[config.mk]
export PLATFORM = sky130hd
export DESIGN_NAME = fta_master_arbiter
export DESIGN_NICKNAME = d
export VERILOG_FILES = /design/src/rtl/fta_master_arbiter.sv
export SDC_FILE = /design/constraint.sdc
export NUM_CORES = 1
export LEC_CHECK = 0
export ABC_AREA = 1
export CAP_MARGIN = 20
export CORE_ASPECT_RATIO = 1.25
export CORE_MARGIN = 2
export CORE_UTILIZATION = 52
export CTS_CLUSTER_SIZE = 16
export DETAILED_ROUTE_END_ITERATION = 8
export PLACE_DENSITY = 0.77
export SLEW_MARGIN = 25
export SYNTH_ARGS = -nofsm -noshare
export SYNTH_HDL_FRONTEND = slang
export SYNTH_SLANG_ARGS = --single-unit
[constraint.sdc]
create_clock -name clk_i -period 6.4 [get_ports clk_i]
set_input_delay 1.92 -clock clk_i [delete_from_list [all_inputs] [get_ports clk_i]]
set_output_delay 1.92 -clock clk_i [all_outputs]
set_load 0.005 [all_outputs]
[src/rtl/fta_master_arbiter.sv]
// Round-robin arbiter sharing one FTA master port among NREQ requesters, with per-requester
// load tracking by TID and retry/timeout-to-error conversion. Optional: `FTA_ARB_PRIO0_EN.
module fta_master_arbiter #(
    parameter int unsigned NREQ    = 4,
    parameter int unsigned TIDW    = 13,
    parameter int unsigned RETRIES = 300,
    parameter int unsigned TIMEOUT = 1023
) (
    input  logic                     clk_i,
    input  logic                     rst_i,
    input  logic [NREQ-1:0]          req_i,
    input  logic [NREQ-1:0]          req_we_i,
    input  logic [NREQ*TIDW-1:0]     req_tid_i,
    input  logic                     fta_stall_i,
    input  logic                     fta_ack_i,
    input  logic                     fta_rty_i,
    input  logic [TIDW-1:0]          fta_tid_i,
    output logic                     fta_cyc_o,
    output logic [$clog2(NREQ)-1:0]  sel_o,
    output logic [NREQ-1:0]          gnt_o,
    output logic [NREQ-1:0]          ack_o,
    output logic [NREQ-1:0]          rty_o,
    output logic [NREQ-1:0]          err_o,
    output logic                     stray_o
);
    localparam int unsigned SELW = $clog2(NREQ);
    localparam int unsigned CNTW = 10;
    localparam logic [CNTW-1:0] RTY_LAST = CNTW'(RETRIES - 1);
    localparam logic [CNTW-1:0] TMO_LAST = CNTW'(TIMEOUT - 1);

    typedef enum logic {
        SLOT_IDLE = 1'b0,
        SLOT_PEND = 1'b1
    } slot_e;

    slot_e           slot_q   [NREQ];
    logic [TIDW-1:0] tid_hold [NREQ];
    logic [CNTW-1:0] rty_cnt  [NREQ];
    logic [CNTW-1:0] tmo_cnt  [NREQ];
    logic [SELW-1:0] rr_ptr;

    logic [NREQ-1:0] outstanding;
    logic [NREQ-1:0] eligible;
    logic [NREQ-1:0] hit_oh;
    logic            resp;
    logic            hit;
    logic            grant_vld;
    logic            rr_upd;
    logic            grant_we;
    logic [SELW-1:0] grant_idx;
    logic [TIDW-1:0] grant_tid;
    logic [31:0]     cand;

    always_comb begin
        outstanding = '0;
        for (int unsigned i = 0; i < NREQ; i++) begin
            outstanding[i] = (slot_q[i] == SLOT_PEND);
        end
    end

    assign eligible = req_i & ~outstanding;
    assign resp     = fta_ack_i | fta_rty_i;

    // Lowest pending slot whose held TID matches the response owns it.
    always_comb begin
        hit_oh = '0;
        hit    = 1'b0;
        for (int unsigned i = 0; i < NREQ; i++) begin
            if (!hit && resp && outstanding[i] && (fta_tid_i == tid_hold[i])) begin
                hit_oh[i] = 1'b1;
                hit       = 1'b1;
            end
        end
    end

    always_comb begin
        grant_vld = 1'b0;
        grant_idx = '0;
        rr_upd    = 1'b0;
        cand      = '0;
        if (!fta_stall_i) begin
`ifdef FTA_ARB_PRIO0_EN
            // Requester 0 bypasses the rotation and leaves rr_ptr untouched.
            if (eligible[0]) begin
                grant_vld = 1'b1;
            end
`endif
            for (int unsigned k = 1; k <= NREQ; k++) begin
                cand = (32'(rr_ptr) + k) % NREQ;
                if (!grant_vld && eligible[SELW'(cand)]) begin
                    grant_vld = 1'b1;
                    grant_idx = SELW'(cand);
                    rr_upd    = 1'b1;
                end
            end
        end
    end

    always_comb begin
        grant_we  = 1'b0;
        grant_tid = '0;
        for (int unsigned i = 0; i < NREQ; i++) begin
            if (grant_idx == SELW'(i)) begin
                grant_we  = req_we_i[i];
                grant_tid = req_tid_i[i*TIDW +: TIDW];
            end
        end
    end

    always_ff @(posedge clk_i or posedge rst_i) begin
        if (rst_i) begin
            for (int unsigned i = 0; i < NREQ; i++) begin
                slot_q[i]   <= SLOT_IDLE;
                tid_hold[i] <= '0;
                rty_cnt[i]  <= '0;
                tmo_cnt[i]  <= '0;
            end
            rr_ptr    <= SELW'(NREQ - 1);
            fta_cyc_o <= 1'b0;
            sel_o     <= '0;
            gnt_o     <= '0;
            ack_o     <= '0;
            rty_o     <= '0;
            err_o     <= '0;
            stray_o   <= 1'b0;
        end else begin
            fta_cyc_o <= grant_vld;
            gnt_o     <= '0;
            ack_o     <= '0;
            rty_o     <= '0;
            err_o     <= '0;
            stray_o   <= resp & ~hit;
            if (grant_vld) begin
                sel_o <= grant_idx;
                if (rr_upd) begin
                    rr_ptr <= grant_idx;
                end
            end
            for (int unsigned i = 0; i < NREQ; i++) begin
                if (grant_vld && (grant_idx == SELW'(i))) begin
                    gnt_o[i] <= 1'b1;
                end
                if (slot_q[i] == SLOT_IDLE) begin
                    if (grant_vld && (grant_idx == SELW'(i)) && !grant_we) begin
                        slot_q[i]   <= SLOT_PEND;
                        tid_hold[i] <= grant_tid;
                        tmo_cnt[i]  <= '0;
                    end else if (!req_i[i]) begin
                        rty_cnt[i] <= '0;
                    end
                end else if (hit_oh[i]) begin
                    // A matched response always beats a timeout in the same cycle.
                    slot_q[i] <= SLOT_IDLE;
                    if (fta_ack_i) begin
                        ack_o[i]   <= 1'b1;
                        rty_cnt[i] <= '0;
                    end else if (rty_cnt[i] >= RTY_LAST) begin
                        err_o[i]   <= 1'b1;
                        rty_cnt[i] <= '0;
                    end else begin
                        rty_o[i]   <= 1'b1;
                        rty_cnt[i] <= rty_cnt[i] + 1'b1;
                    end
                end else if (tmo_cnt[i] == TMO_LAST) begin
                    slot_q[i]  <= SLOT_IDLE;
                    err_o[i]   <= 1'b1;
                    tmo_cnt[i] <= '0;
                end else if (tmo_cnt[i] != '1) begin
                    tmo_cnt[i] <= tmo_cnt[i] + 1'b1;
                end
            end
        end
    end

endmodule

==> reports/qor.log, run 1 <==
INFO  sta            max_freq=0.209GHz
INFO  place          placement.io_buffers=97
INFO  place          hpwlAfterDp=15,900µm
INFO  cts            h-tree-depth=4
INFO  cts            cts-buffers-inserted=17
INFO  global_route   pin_count_of_the_biggest_net_entering_global_routing=107
INFO  worst_setup_path critPathCaptureType=flip-flop
INFO  routing        drt-vias-per-instance=5.50
INFO  worst_setup_path cp_data_required_time=6690ps
INFO  logic_synthesis mappedNetlistArea=9020µm²
INFO  routing        wl_per_cell=14.9µm
INFO  logic_synthesis postSynthRegisterBits=158
INFO  worst_setup_path endpoint_of_the_most_critical_register_to_register_path=tmo_cnt[17]
INFO  global_route   grt_remaining_overflow=0
INFO  routing        vias=8,371
INFO  layout         fillCellCount=1,498
INFO  layout         post_route_cells_drive_above_1_share=5.61%
INFO  global_route   grt_pass1_wl=38,300µm
INFO  cts            cts.repair.resized=0
INFO  worst_setup_path timing.reg2reg.setup_slack=2800ps
INFO  logic_synthesis synth-edff-count=0
INFO  logic_synthesis postSynth.topFlopCell=sky130_fd_sc_hd__dfrtp_1
INFO  sta            final.setup_skew=10.0ps
INFO  place          routabilityCongestion=0.916
INFO  floorplanning  top_level_ports=98
INFO  power_and_ir_drop p_leak=5.31nW
INFO  cts            cts_setup_buffers=0
INFO  routing        first_iter_violations=782
INFO  power_and_ir_drop logic_pwr_share=35.0%
INFO  power_and_ir_drop switching_power=0.00150W
INFO  routing        residual_antenna_violating_net_count_after_detailed_routing=0
INFO  worst_setup_path crit_path_start=fta_tid_i[3]
INFO  worst_setup_path cp_max_fo=20
INFO  floorplanning  chipWidth=122µm
INFO  sta            finalWorstPathRequiredPeriod=4770ps
INFO  layout         fin_cells=1,522
INFO  cts            cts_tree=done
INFO  layout         area_growth_syn_to_layout=19.0%
INFO  sta            finalHoldWorstSlack=475ps
INFO  layout         design_area=10,700µm²
INFO  cts            clock_latency=430ps
INFO  global_route   grt_pass1_vias=8,006
INFO  cts            cts_hold_repair.buffers=0
INFO  layout         multi_input_comb_area=4370µm²
INFO  logic_synthesis synth-async-reset-ratio=100%
INFO  global_route   track_usage=26.0%
INFO  power_and_ir_drop irDropWorstVdd=0.214mV
INFO  hold_path      min_path_type=flip-flop to flip-flop
INFO  place          preCtsSetupSlack=1290ps
INFO  layout         nets=1,379
INFO  sta            tightestPinTransition=744ps
INFO  sta            timing_max_transition_violations_final=0
INFO  power_and_ir_drop power_frac_clock=27.2%
INFO  logic_synthesis gate_count_after_technology_mapping=1,203
INFO  logic_synthesis synth.distinct_cells=48
INFO  cts            cts.sinks=158
INFO  logic_synthesis synthesis.nets=1,293
INFO  routing        drt_drc_violations_left=0
INFO  floorplanning  start_util=53.3%
INFO  sta            final_hold_violation_count=0
INFO  floorplanning  floorplan.die_area=18,400µm²
INFO  place          placed_cells_incl_taps=1,490
INFO  routing        detailedRoute.firstPassIterationCount=6
INFO  layout         antenna_cells=0
INFO  power_and_ir_drop netSwitchingFraction=38.0%
INFO  logic_synthesis yosysWarnings=0
INFO  status         status=complete, no violations
INFO  power_and_ir_drop power-per-cell-area=369nW/µm²
INFO  cts            cts.root.buffer_cell=sky130_fd_sc_hd__clkbuf_16
INFO  worst_setup_path timing_worst_setup_path_type=primary input to flip-flop
INFO  worst_setup_path critical_register_to_register_path_startpoint=outstanding[2]
INFO  floorplanning  placementRows=53
INFO  power_and_ir_drop seq_power_share=37.7%
INFO  layout         final-seq-area=3960µm²
INFO  place          placement.cell_area=10,100µm²
INFO  job            cap_violations=0
INFO  power_and_ir_drop cell_internal_pwr=0.00245W
INFO  routing        routed_wirelength=22,600µm
INFO  floorplanning  die_h=151µm
INFO  sta            timing.final.setup_violations=0
INFO  floorplanning  core_area=16,900µm²
INFO  cts            clock_tree.buffer_depth=2
INFO  worst_setup_path arrival_worst_endpoint=5060ps
INFO  worst_setup_path start_kind=primary input
INFO  sta            post-route-period-util=74.6%
INFO  sta            slew_headroom=50.4%
INFO  logic_synthesis avgSynthCellArea=7.50µm²
INFO  sta            unrepaired_setup_endpoints_after_global_routing=no
INFO  global_route   antenna_found_initial=0
INFO  worst_setup_path setup.worst_path.end=tmo_cnt[2]
INFO  sta            tns=0ps
INFO  cts            clk_pin_slew_worst_paths=60ps
INFO  logic_synthesis synth-seq-area-share=43.9%
INFO  worst_setup_path worst-r2r-cell-count=18
INFO  sta            final.setup.worst_slack=1630ps
through the flow:
step           util [%]  total power [W]
4_1_cts            63.4          0.00395
5_1_grt            63.4          0.00423
6_report           63.4          0.00396
3_5_place_dp       59.8          0.00287
3_3_place_gp       59.8          0.00282
2_1_floorplan         -          0.00251
per-layer routing:
metal / part of all wire, % / vias to the layer above / routed length [µm] / GRT usage [%]
met5: 0 / - / 0 / 0
met4: 2.4 / 0 / 542 / 8.91
met3: 5.7 / 43 / 1290 / 4.52
met2: 49 / 280 / 11000 / 43.4
met1: 43 / 3943 / 9760 / 34.4
li1: - / 4105 / - / -
synthesized netlist by cell type, types with 3 or more instances:
cell type	instances	area share, %
sky130_fd_sc_hd__nand2_1	333	14
sky130_fd_sc_hd__a21oi_1	39	2.2
sky130_fd_sc_hd__clkbuf_1	15	0.62
sky130_fd_sc_hd__dfrtp_1	156	43
sky130_fd_sc_hd__ha_1	12	1.7
sky130_fd_sc_hd__nand4_1	40	2.8
sky130_fd_sc_hd__buf_2	10	0.56
sky130_fd_sc_hd__nor3_1	27	1.5
sky130_fd_sc_hd__buf_4	5	0.42
sky130_fd_sc_hd__o2111ai_1	3	0.29
sky130_fd_sc_hd__o21ai_0	67	3.7
sky130_fd_sc_hd__nor2_1	115	4.8
sky130_fd_sc_hd__or2_2	5	0.35
sky130_fd_sc_hd__o21bai_1	3	0.25
sky130_fd_sc_hd__o22ai_1	23	1.6
sky130_fd_sc_hd__nand3_2	3	0.33
sky130_fd_sc_hd__nand3_1	100	5.6
sky130_fd_sc_hd__buf_6	4	0.50
sky130_fd_sc_hd__inv_1	127	5.3
sky130_fd_sc_hd__inv_2	5	0.21
sky130_fd_sc_hd__nand2_2	12	0.83
sky130_fd_sc_hd__nor3b_1	3	0.25
sky130_fd_sc_hd__nor4_1	16	1.1
sky130_fd_sc_hd__nand2_4	6	0.75
sky130_fd_sc_hd__xnor2_1	12	1.2
sky130_fd_sc_hd__nand3b_1	5	0.42
sky130_fd_sc_hd__xor2_1	31	3.0
power by group through the flow:
stage	Clock, W	Combinational, W	Sequential, W
after floorplan	0	0.00106	0.00145
after global placement	0	0.00133	0.00149
after detailed placement	0	0.00137	0.00150
after CTS	0.00108	0.00138	0.00149
after global routing	0.00113	0.00158	0.00153
final	0.00108	0.00139	0.00149
placed cells by master (no fill, tap or decap), types with 16 or more instances in the layout:
master	netlist	layout
sky130_fd_sc_hd__dfrtp_1	156	156
sky130_fd_sc_hd__clkdlybuf4s50_1	0	97
sky130_fd_sc_hd__clkbuf_16	0	17
sky130_fd_sc_hd__o22ai_1	23	23
sky130_fd_sc_hd__a21oi_1	39	39
sky130_fd_sc_hd__nand2_1	333	333
sky130_fd_sc_hd__nand3_1	100	100
sky130_fd_sc_hd__xor2_1	31	31
sky130_fd_sc_hd__nor3_1	27	27
sky130_fd_sc_hd__nand4_1	40	40
sky130_fd_sc_hd__o21ai_0	67	67
sky130_fd_sc_hd__nor2_1	115	115
sky130_fd_sc_hd__nor4_1	16	16
sky130_fd_sc_hd__inv_1	127	126
flip-flops by register name, summed over array words and instances (netlist names), 2 cells and up:
signal / cells
tid_hold: 52
rty_cnt: 40
tmo_cnt: 40
ack_o: 4
err_o: 4
gnt_o: 4
outstanding: 4
rty_o: 4
rr_ptr: 2
sel_o: 2
critical path, stage by stage:
cell                              delay, ps
sky130_fd_sc_hd__clkdlybuf4s50_1        610
sky130_fd_sc_hd__inv_1                  130
sky130_fd_sc_hd__nand2_1                 70
sky130_fd_sc_hd__nand4_1                 80
sky130_fd_sc_hd__nor4_1                 560
sky130_fd_sc_hd__nand3_1                510
sky130_fd_sc_hd__nand4_1                350
sky130_fd_sc_hd__o21ai_1                150
sky130_fd_sc_hd__nand2_1                110
sky130_fd_sc_hd__nand2_1                310
sky130_fd_sc_hd__nand2_1                160
sky130_fd_sc_hd__o21ai_0                100
how the worst min path moves through the flow:
| stage | slack, ps | cells past startpoint | to | startpoint |
|---|---|---|---|---|
| detailed placement | 470 | 2 | tmo_cnt[36] | tmo_cnt[36] |
| finish | 470 | 2 | tmo_cnt[36] | tmo_cnt[36] |
| global placement | 460 | 2 | tmo_cnt[36] | tmo_cnt[36] |
| CTS | 480 | 2 | tmo_cnt[36] | tmo_cnt[36] |
| global route | 500 | 2 | tmo_cnt[26] | tmo_cnt[26] |
| floorplan | 440 | 2 | tmo_cnt[26] | tmo_cnt[26] |
kinds of logic (layout without fill, tap and decap cells):
| kind of cell | after synthesis | after routing | share of synthesized area, % |
|---|---|---|---|
| adders and majority gates | 12 | 12 | 1.67 |
| buffers and inverters | 167 | 266 | 7.63 |
| DFF | 158 | 158 | 43.9 |
| xor gates and xnor gates | 43 | 43 | 4.18 |
| AOI/OAI and AO/OA | 150 | 150 | 9.35 |
| and+or+nand+nor | 673 | 673 | 33.3 |
layout make-up:
type / count / share of cell area (%)
Clock buffer: 20 / 4.16
Clock inverter: 12 / 1.56
Inverter: 133 / 4.72
Multi-Input combinational cell: 878 / 40.8
Sequential cell: 158 / 36.9
Tap cell: 220 / 2.57
Timing Repair Buffer: 101 / 9.33
No activity file was read; power rests on OpenSTA's default activity.
==> run 2: changes to the inputs <==
- CORE_UTILIZATION: 52 -> 57
- PLACE_DENSITY: 0.77 -> 0.8
- clock period: 6.4 -> 4.8 ns (I/O delays scaled with it)
==> run 2 against run 1 <==
  * Die area fell by 8.5%
  * Non-clock buffer count rose by 5
  * Core utilization rose by 5.8 points
  * Clock power rose by 22%
  * Critical path depth fell by 2
  * Sequential share of layout area barely moved
  * Sequential power rose by 34%
  * Power rose by 31%
==> reports/qor.log, run 2 (same netlist as run 1, synthesis figures left out) <==
INFO  floorplanning  core_area=15,500µm²
INFO  place          hpwlAfterDp=16,200µm
INFO  sta            finalWorstPathRequiredPeriod=4000ps
INFO  sta            post-route-period-util=83.3%
INFO  layout         design_area=10,700µm²
INFO  place          placement.io_buffers=97
INFO  worst_setup_path critPathCaptureType=flip-flop
INFO  worst_setup_path critPathBufInv=2
INFO  global_route   track_usage=28.5%
INFO  worst_setup_path start_kind=primary input
INFO  floorplanning  chipWidth=117µm
INFO  sta            tns=0ps
INFO  cts            cts_hold_repair.buffers=0
INFO  worst_setup_path arrival_worst_endpoint=4320ps
INFO  cts            cts_tree=done
INFO  cts            cts.repair.resized=0
INFO  routing        drt_drc_violations_left=0
INFO  place          placement.cell_area=10,200µm²
INFO  layout         nets=1,384
INFO  layout         reg.largest.list=tid_hold: 52 flops, rty_cnt: 40 flops, tmo_cnt: 40 flops
INFO  sta            timing_max_transition_violations_final=0
INFO  layout         max_ffs_per_register=52
INFO  power_and_ir_drop irDropWorstVdd=0.287mV
INFO  power_and_ir_drop power-per-cell-area=484nW/µm²
INFO  cts            clock_latency=430ps
INFO  sta            finalHoldWorstSlack=475ps
INFO  layout         regMostFlops=tid_hold
INFO  hold_path      min_path_type=flip-flop to flip-flop
INFO  cts            clock_tree.buffer_depth=2
INFO  worst_setup_path critical_path.max_stage_delay=680ps
INFO  routing        routed-wl-met2=11,100µm
INFO  routing        routed-wl-met3=1140µm
INFO  layout         post_route_cells_drive_above_1_share=5.82%
INFO  global_route   grt_remaining_overflow=0
INFO  cts            clk_pin_slew_worst_paths=60ps
INFO  cts            cts.root.buffer_cell=sky130_fd_sc_hd__clkbuf_16
INFO  routing        wl_per_cell=14.9µm
INFO  layout         layout_commonest_cell=sky130_fd_sc_hd__nand2_1
INFO  sta            unrepaired_setup_endpoints_after_global_routing=no
INFO  worst_setup_path cp_max_fo=15
INFO  worst_setup_path cp_top_family=simple AND/OR/NAND/NOR gates
INFO  layout         antenna_cells=0
INFO  cts            h-tree-depth=4
INFO  place          routabilityCongestion=0.982
INFO  routing        routed.top_layer=met4
INFO  floorplanning  floorplan.die_area=16,800µm²
INFO  sta            final_hold_violation_count=0
INFO  worst_setup_path crit_path_cell_trace=clkdlybuf4s50_1 -> nand2_1 -> o21ai_0 -> nor4_1 -> nand4_1 -> nand2_1 -> nand2_1 -> inv_1 -> o21ai_0 -> o21a_1
INFO  sta            timing.final.setup_violations=0
INFO  routing        detail_route.wirelength.met1=9750µm
INFO  worst_setup_path cp_data_required_time=5120ps
INFO  routing        residual_antenna_violating_net_count_after_detailed_routing=0
INFO  job            cap_violations=0
INFO  global_route   grt_pass1_vias=7,815
INFO  worst_setup_path cpMaxStageDelayCell=sky130_fd_sc_hd__nor4_1
INFO  power_and_ir_drop p_leak=5.30nW
INFO  sta            max_freq=0.250GHz
INFO  worst_setup_path critical_path.most_common_cell=sky130_fd_sc_hd__nand2_1
INFO  sta            tightestPinTransition=766ps
INFO  cts            cts-buffers-inserted=17
INFO  layout         area_growth_syn_to_layout=19.0%
INFO  floorplanning  start_util=58.2%
INFO  routing        detailedRoute.firstPassIterationCount=7
INFO  sta            final.setup_skew=8.80ps
INFO  status         status=complete, no violations
INFO  cts            cts.sinks=158
INFO  floorplanning  die_h=145µm
INFO  worst_setup_path timing_worst_setup_path_type=primary input to flip-flop
INFO  sta            slew_headroom=48.9%
INFO  floorplanning  top_level_ports=98
INFO  global_route   grt_pass1_wl=37,700µm
INFO  routing        first_iter_violations=723
INFO  cts            cts_setup_buffers=0
INFO  routing        drt-vias-per-instance=5.54
INFO  global_route   pin_count_of_the_biggest_net_entering_global_routing=78
INFO  routing        routed_wirelength=22,700µm
INFO  global_route   antenna_found_initial=0
INFO  floorplanning  placementRows=51
INFO  routing        vias=8,411
INFO  layout         most-common-layout-cells=sky130_fd_sc_hd__nand2_1 (333), sky130_fd_sc_hd__dfrtp_1 (156), sky130_fd_sc_hd__inv_1 (126)
-- run 2: worst min-delay path, delay by kind of cell (launching register included) --
family,cells,cell delay (ps)
and+or+nand+nor,2,100
DFF,1,350
-- run 2: area by class of cell --
type / instances / area (µm²)
Tap cell: 212 / 265
Timing Repair Buffer: 106 / 1060
Clock buffer: 21 / 450
Inverter: 133 / 503
Sequential cell: 158 / 3960
Multi-Input combinational cell: 878 / 4370
Fill cell: 1293 / 4780
Clock inverter: 10 / 116
-- run 2: layer usage --
metal	global-route usage (%)	up-vias
met2	46.8	282
met3	4.90	56
met5	0	-
met4	11.3	0
met1	37.5	3940
li1	-	4133
-- run 2: metrics by stage --
step	setup slack (ps)	util, %	total power, W	instances
floorplan	1360	-	0.00335	1203
global placement	474	65.5	0.00378	1487
detailed placement	409	65.5	0.00385	1487
CTS	839	69.2	0.00519	1518
global route	486	69.2	0.00555	1518
finish	801	69.2	0.00519	1518
-- run 2: path summary, 6_finish.rpt --
| check | start | end | cells after the start | slack [ps] |
|---|---|---|---|---|
| setup / recovery | fta_tid_i[6] | rty_cnt[20] | 10 | 800 |
| max in group asynchronous | rst_i | rr_ptr[0] | 3 | 2450 |
| setup reg to reg | outstanding[2] | tmo_cnt[31] | 18 | 1440 |
| hold / removal | tmo_cnt[36] | tmo_cnt[36] | 2 | 480 |
| hold reg to reg | tmo_cnt[36] | tmo_cnt[36] | 2 | 480 |
| min in group asynchronous | rst_i | tmo_cnt[6] | 2 | 1490 |
-- run 2: power breakdown --
group	total (W)	switching, W	internal [W]
registers	0.00200	0.000300	0.00170
clock network	0.00132	0.000542	0.000774
logic	0.00187	0.00117	0.000704
total	0.00519	0.00201	0.00318
